[config.mk]
export PLATFORM = sky130hd
export DESIGN_NAME = oled_task_scheduler
export DESIGN_NICKNAME = d
export VERILOG_FILES = /design/src/rtl/oled_task_scheduler.sv
export SDC_FILE = /design/constraint.sdc
export NUM_CORES = 1
export LEC_CHECK = 0
export BUFFER_PORTS_ARGS = -buffer_cell sky130_fd_sc_hd__clkbuf_2
export CAP_MARGIN = 20
export CORE_MARGIN = 1.5
export CORE_UTILIZATION = 50
export CTS_CLUSTER_DIAMETER = 200
export DETAILED_ROUTE_END_ITERATION = 6
export PLACE_DENSITY = 0.87
export SYNTH_ARGS = -nofsm -noshare
export SYNTH_HDL_FRONTEND = slang
export SYNTH_SLANG_ARGS = --single-unit
[constraint.sdc]
create_clock -name clk_mhz_6_25 -period 2.36 [get_ports clk_mhz_6_25]
set_clock_uncertainty 0.2 [all_clocks]
set_input_delay 0.118 -clock clk_mhz_6_25 [delete_from_list [all_inputs] [get_ports clk_mhz_6_25]]
set_output_delay 0.118 -clock clk_mhz_6_25 [all_outputs]
set_load 0.03 [all_outputs]
[src/rtl/oled_task_scheduler.sv]
// Picks one of four OLED tasks from the request switches, blanks the panel for a few
// frames between tasks, and forwards a debounced centre-button press to the running task.
//
//   state  | meaning
//   IDLE   | no task requested; all tasks held in reset, panel black
//   SWITCH | new task chosen; panel black until SWITCH_FRAMES frames have started
//   RUN    | active task out of reset, its pixels forwarded, button presses delivered
module oled_task_scheduler #(
   parameter int DEBOUNCE_CYCLES = 62500,
   parameter int TICK_DIV        = 138889,
   parameter int SWITCH_FRAMES   = 2
) (
   input  logic        clk_mhz_6_25,
   input  logic        reset,
   input  logic [3:0]  req,
   input  logic        btn_raw,
   input  logic        frame_begin,
   input  logic [15:0] data0,
   input  logic [15:0] data1,
   input  logic [15:0] data2,
   input  logic [15:0] data3,
   output logic [15:0] oled_data,
   output logic [3:0]  task_reset,
   output logic [3:0]  task_btn,
   output logic        tick_45,
   output logic [1:0]  active_idx,
   output logic        active_valid
);

   localparam int DB_W    = $clog2(DEBOUNCE_CYCLES + 1);
   localparam int TICK_W  = $clog2(TICK_DIV + 1);
   localparam int FRAME_W = $clog2(SWITCH_FRAMES + 1);

   localparam logic [DB_W-1:0]    DB_LAST    = DB_W'(DEBOUNCE_CYCLES - 1);
   localparam logic [TICK_W-1:0]  TICK_LAST  = TICK_W'(TICK_DIV - 1);
   localparam logic [FRAME_W-1:0] FRAME_LAST = FRAME_W'(SWITCH_FRAMES - 1);

   typedef enum logic [1:0] {
      IDLE   = 2'd0,
      SWITCH = 2'd1,
      RUN    = 2'd2
   } state_t;

   state_t             state;
   state_t             state_nxt;
   logic [1:0]         idx_nxt;
   logic [FRAME_W-1:0] frame_cnt;
   logic [FRAME_W-1:0] frame_cnt_nxt;
   logic               has_target;
   logic [1:0]         target;
   logic               run_nxt;
   logic               stay_run;
   logic [15:0]        data_sel;

   logic [TICK_W-1:0]  tick_cnt;
   logic               sync1;
   logic               sync2;
   logic               db_level;
   logic [DB_W-1:0]    db_cnt;
   logic               db_rise;
   logic               pending;

   // Lowest set request bit wins.
   always_comb begin
      has_target = |req;
      target     = 2'd0;
      if (req[0])      target = 2'd0;
      else if (req[1]) target = 2'd1;
      else if (req[2]) target = 2'd2;
      else if (req[3]) target = 2'd3;
   end

   always_ff @(posedge clk_mhz_6_25) begin
      if (reset) begin
         state      <= IDLE;
         active_idx <= 2'd0;
         frame_cnt  <= '0;
      end else begin
         state      <= state_nxt;
         active_idx <= idx_nxt;
         frame_cnt  <= frame_cnt_nxt;
      end
   end

   always_comb begin
      state_nxt     = state;
      idx_nxt       = active_idx;
      frame_cnt_nxt = frame_cnt;
      case (state)
         IDLE: begin
            if (has_target) begin
               state_nxt     = SWITCH;
               idx_nxt       = target;
               frame_cnt_nxt = '0;
            end
         end
         SWITCH, RUN: begin
            if (!has_target) begin
               state_nxt = IDLE;
            end else if (target != active_idx) begin
               state_nxt     = SWITCH;
               idx_nxt       = target;
               frame_cnt_nxt = '0;
            end else if (state == SWITCH && frame_begin) begin
               if (frame_cnt == FRAME_LAST) state_nxt = RUN;
               else                         frame_cnt_nxt = frame_cnt + 1'b1;
            end
         end
         default: state_nxt = IDLE;
      endcase
   end

   assign run_nxt      = (state_nxt == RUN);
   assign stay_run     = (state == RUN) && run_nxt;
   assign active_valid = (state == RUN);

   always_comb begin
      data_sel = data0;
      case (active_idx)
         2'd0: data_sel = data0;
         2'd1: data_sel = data1;
         2'd2: data_sel = data2;
         2'd3: data_sel = data3;
         default: data_sel = data0;
      endcase
   end

   // Outputs are driven from the next state so the panel and task resets change
   // on the same edge as the state itself.
   always_ff @(posedge clk_mhz_6_25) begin
      if (reset) begin
         oled_data  <= 16'h0000;
         task_reset <= 4'b1111;
      end else begin
         oled_data  <= stay_run ? data_sel : 16'h0000;
         task_reset <= run_nxt ? ~(4'b0001 << idx_nxt) : 4'b1111;
      end
   end

   always_ff @(posedge clk_mhz_6_25) begin
      if (reset)                   tick_cnt <= '0;
      else if (tick_cnt == TICK_LAST) tick_cnt <= '0;
      else                         tick_cnt <= tick_cnt + 1'b1;
   end

   assign tick_45 = (tick_cnt == TICK_LAST);

   always_ff @(posedge clk_mhz_6_25) begin
      if (reset) begin
         sync1    <= 1'b0;
         sync2    <= 1'b0;
         db_level <= 1'b0;
         db_cnt   <= '0;
      end else begin
         sync1 <= btn_raw;
         sync2 <= sync1;
         if (sync2 != db_level) begin
            if (db_cnt == DB_LAST) begin
               db_level <= sync2;
               db_cnt   <= '0;
            end else begin
               db_cnt <= db_cnt + 1'b1;
            end
         end else begin
            db_cnt <= '0;
         end
      end
   end

   assign db_rise = sync2 && !db_level && (db_cnt == DB_LAST);

   // An edge landing on the tick itself is kept for the following tick.
   always_ff @(posedge clk_mhz_6_25) begin
      if (reset) begin
         pending  <= 1'b0;
         task_btn <= 4'b0000;
      end else if (!stay_run) begin
         pending  <= 1'b0;
         task_btn <= 4'b0000;
      end else if (tick_45) begin
         task_btn <= pending ? (4'b0001 << active_idx) : 4'b0000;
         pending  <= db_rise;
      end else begin
         pending <= pending | db_rise;
      end
   end

endmodule
==> results.toml <==
[logic_synthesis]
synth_top_family_by_area = "simple AND/OR/NAND/NOR gates"
ys_seq_area_share_pct = 40.9
synth_area_per_cell_um2 = 9.39
synth_xor_area_share_pct = 7.90
postSynthCellCount = 354
netlist_area_um2 = 3330
synthSimpleGateAreaFrac_pct = 26.6
synth_edf_count = 0
synth-compound-area-share_pct = 4.67
synth_flop_cell = "dfxtp_1"
async_flop_share_pct = 0
synth_nets = 435
synth-seq-cells = 68
synth.area.mux_share_pct = 12.3
ys_types = 47
synthAdderAreaFrac_pct = 3.39
synth-warning-count = 0

[routing]
drt_iter0_markers = 143
drc_errors = 0
wl_per_cell_um = 14.0
routed_wl_mm = 7.58
wl_met3_um = 504
wl_met2_mm = 3.84
dr.pass1.iters = 4
viasPerCell = 5.52
ant_nets = 0
wl_met1_mm = 3.12
highest_layer = "met4"
vias = 2981

[sta]
slew_headroom_pct = 55.4
report.final.slew_viol_count = 0
finalCriticalPeriod_ns = 2.17
worst_pin_slew_ns = 0.664
fin_setup_tns_ns = 0
fmaxAchievable_ghz = 0.461
grt_setup_unrepaired = "no"
setup_viol = 0
finalHoldViolations = 0
period_share_pct = 91.9
fin_hold_ws_ns = 0.0486

[global_routing]
first_global_vias = 2873
antenna_found_initial = 0
grt_max_degree = 22
grt_use_total_pct = 22.7
grt-ovfl-total = 0
grt_pass1_wl_mm = 12.9

[cells_and_area]
post-route-util_pct = 64.0
areaGrowthSynthToFinish_pct = 22.9
antenna_cells = 0
nNetsFinal = 539
drive_gt1_share_pct = 30.2
final_cell_area_um2 = 4090

[die]
placementRows = 29
dieWidth_um = 84.6
die_area_um2 = 7150
dieHeight_um = 84.6
initial_utilization_pct = 52.1
ioPinCount = 100
core_area_um2 = 6390

[flow_run]
maxCapViolations = 0

[critical_path]
cp-end-kind = "flip-flop"
cp_data_required_time_ns = 2.36
setup.worst_path.start_class = "flip-flop"
cp_data_arrival_time_ns = 2.17
crit_fanout = 6
critPathKind = "reg2reg"

[outcome]
status = "finished, final reports clean"

[clock_network]
cts_buffers = 9
cts-resized-gates = 0
hold_buffers = 3
h-tree-depth = 3
cts_setup_buffers = 0
clk_pin_slew_ns = 0.07
clk_path_buf_depth = 2
cts.sinks = 68
worst_skew_pair.late_latency_ns = 0.34
cts_tree = "yes"
ctsRootBufferMaster = "clkbuf_8"

[place]
dp_hpwl_mm = 5.63
gp_congestion = 0.835
placed_cell_area_um2 = 3880
port_buffers = 99

[power]
powerDensity_nw_per_um2 = 565
p_total_mw = 2.31
clockPowerShare_pct = 38.9
p_int_mw = 1.78
leakage_nw = 1.62
pwr-share-seq_pct = 50.9
swShare_pct = 23.0
p_sw_mw = 0.530
ir_drop_mv = 0.330
combPwrFrac_pct = 10.2

[hold_path]
worstHoldPathType = "in2reg"
-- stage by stage --
stage	setup slack [ns]	instances
3_5_place_dp	0.228	521
5_1_grt	0.0394	540
4_1_cts	0.206	540
6_report	0.190	540
2_1_floorplan	0.209	354
3_3_place_gp	0.327	521
-- Yosys cell counts (4+ instances only) --
| cell type | count | area, µm² |
|---|---|---|
| dfxtp_1 | 68 | 1360 |
| nor2_1 | 55 | 206 |
| nand2_1 | 32 | 120 |
| nor3_1 | 25 | 125 |
| nand3_1 | 23 | 115 |
| xor2_1 | 20 | 175 |
| mux4_2 | 16 | 360 |
| inv_1 | 13 | 48.8 |
| xnor2_1 | 10 | 87.6 |
| ha_1 | 9 | 113 |
| buf_2 | 7 | 35.0 |
| clkbuf_1 | 6 | 22.5 |
| nand4_1 | 6 | 37.5 |
| a211oi_1 | 5 | 37.5 |
| mux2i_1 | 5 | 50.1 |
| a21oi_1 | 4 | 20.0 |
| and3_1 | 4 | 25.0 |
| nand3b_1 | 4 | 30.0 |
| nor2b_1 | 4 | 25.0 |
-- state kept, by name (all words and copies together), names as in the netlist, 2 cells and up --
register,flops
tick_cnt,18
db_cnt,16
oled_data,16
task_btn,4
task_reset,4
active_idx,2
frame_cnt,2
state,2
-- worst paths after layout --
kind / startpoint / end / slack [ns] / depth (start not counted)
worst min register to register: sync1 / sync2 / 0.25 / 1
worst max-delay path: state[0] / task_reset[0] / 0.19 / 7
worst max register to register: state[0] / task_reset[0] / 0.19 / 7
worst min-delay path: frame_begin / frame_cnt[0] / 0.05 / 4
-- area by class of cell --
| type | instances | area (µm²) |
|---|---|---|
| repair buffers | 109 | 578 |
| multi-input cells | 257 | 1820 |
| clock inverters | 2 | 35.0 |
| flip-flops and latches | 68 | 1360 |
| well taps | 77 | 96.3 |
| clock buffers | 14 | 143 |
| inverters | 13 | 48.8 |
| fillers | 514 | 2300 |
-- worst max-delay path: stages, from the launching register on --
cell       delay [ns]
dfxtp_1          0.45
inv_1            0.11
ha_1             0.33
nor2_1           0.17
or3_1            0.17
a2bb2oi_1        0.29
nor2b_1          0.21
nand3_1          0.10
-- kinds of logic after synthesis --
family,Yosys count
DFF,68
muxes,21
buffers and inverters,29
adders and majority gates,9
xor gates and xnor gates,30
and+or+nand+nor,176
AOI/OAI and AO/OA,21
-- power groups by stage --
stage               Combinational (mW)  Sequential, mW  Clock (mW)
CTS                              0.238            1.17       0.913
floorplan                        0.146            1.20           0
global placement                 0.225            1.20           0
finish                           0.237            1.17       0.897
detailed placement               0.233            1.20           0
global route                     0.263            1.18       0.974
-- placed cells by master (no fill, tap or decap), drive strengths merged, types with 2 or more instances in the layout --
cell type	netlist	routed
clkbuf	6	113
dfxtp	68	68
nor2	55	55
nand2	32	32
nor3	25	25
nand3	23	23
xor2	20	20
mux4	16	16
inv	13	13
xnor2	10	10
ha	9	9
buf	10	7
nand4	6	6
a211oi	5	5
mux2i	5	5
nor4	5	5
and3	4	4
a21oi	4	4
nor2b	4	4
nand3b	4	4
and4	3	3
nand2b	3	3
dlygate4sd3	0	3
a21boi	3	3
or3	2	2
or4	2	2
a2bb2oi	2	2
or4b	2	2
o21ai	2	2
-- per-layer routing --
metal	vias up	global-route usage, %
met5	-	0
met4	0	8.65
met3	11	7.18
met2	105	39.2
met1	1419	26.4
li1	1446	-
No activity file was read; power rests on OpenSTA's default activity.
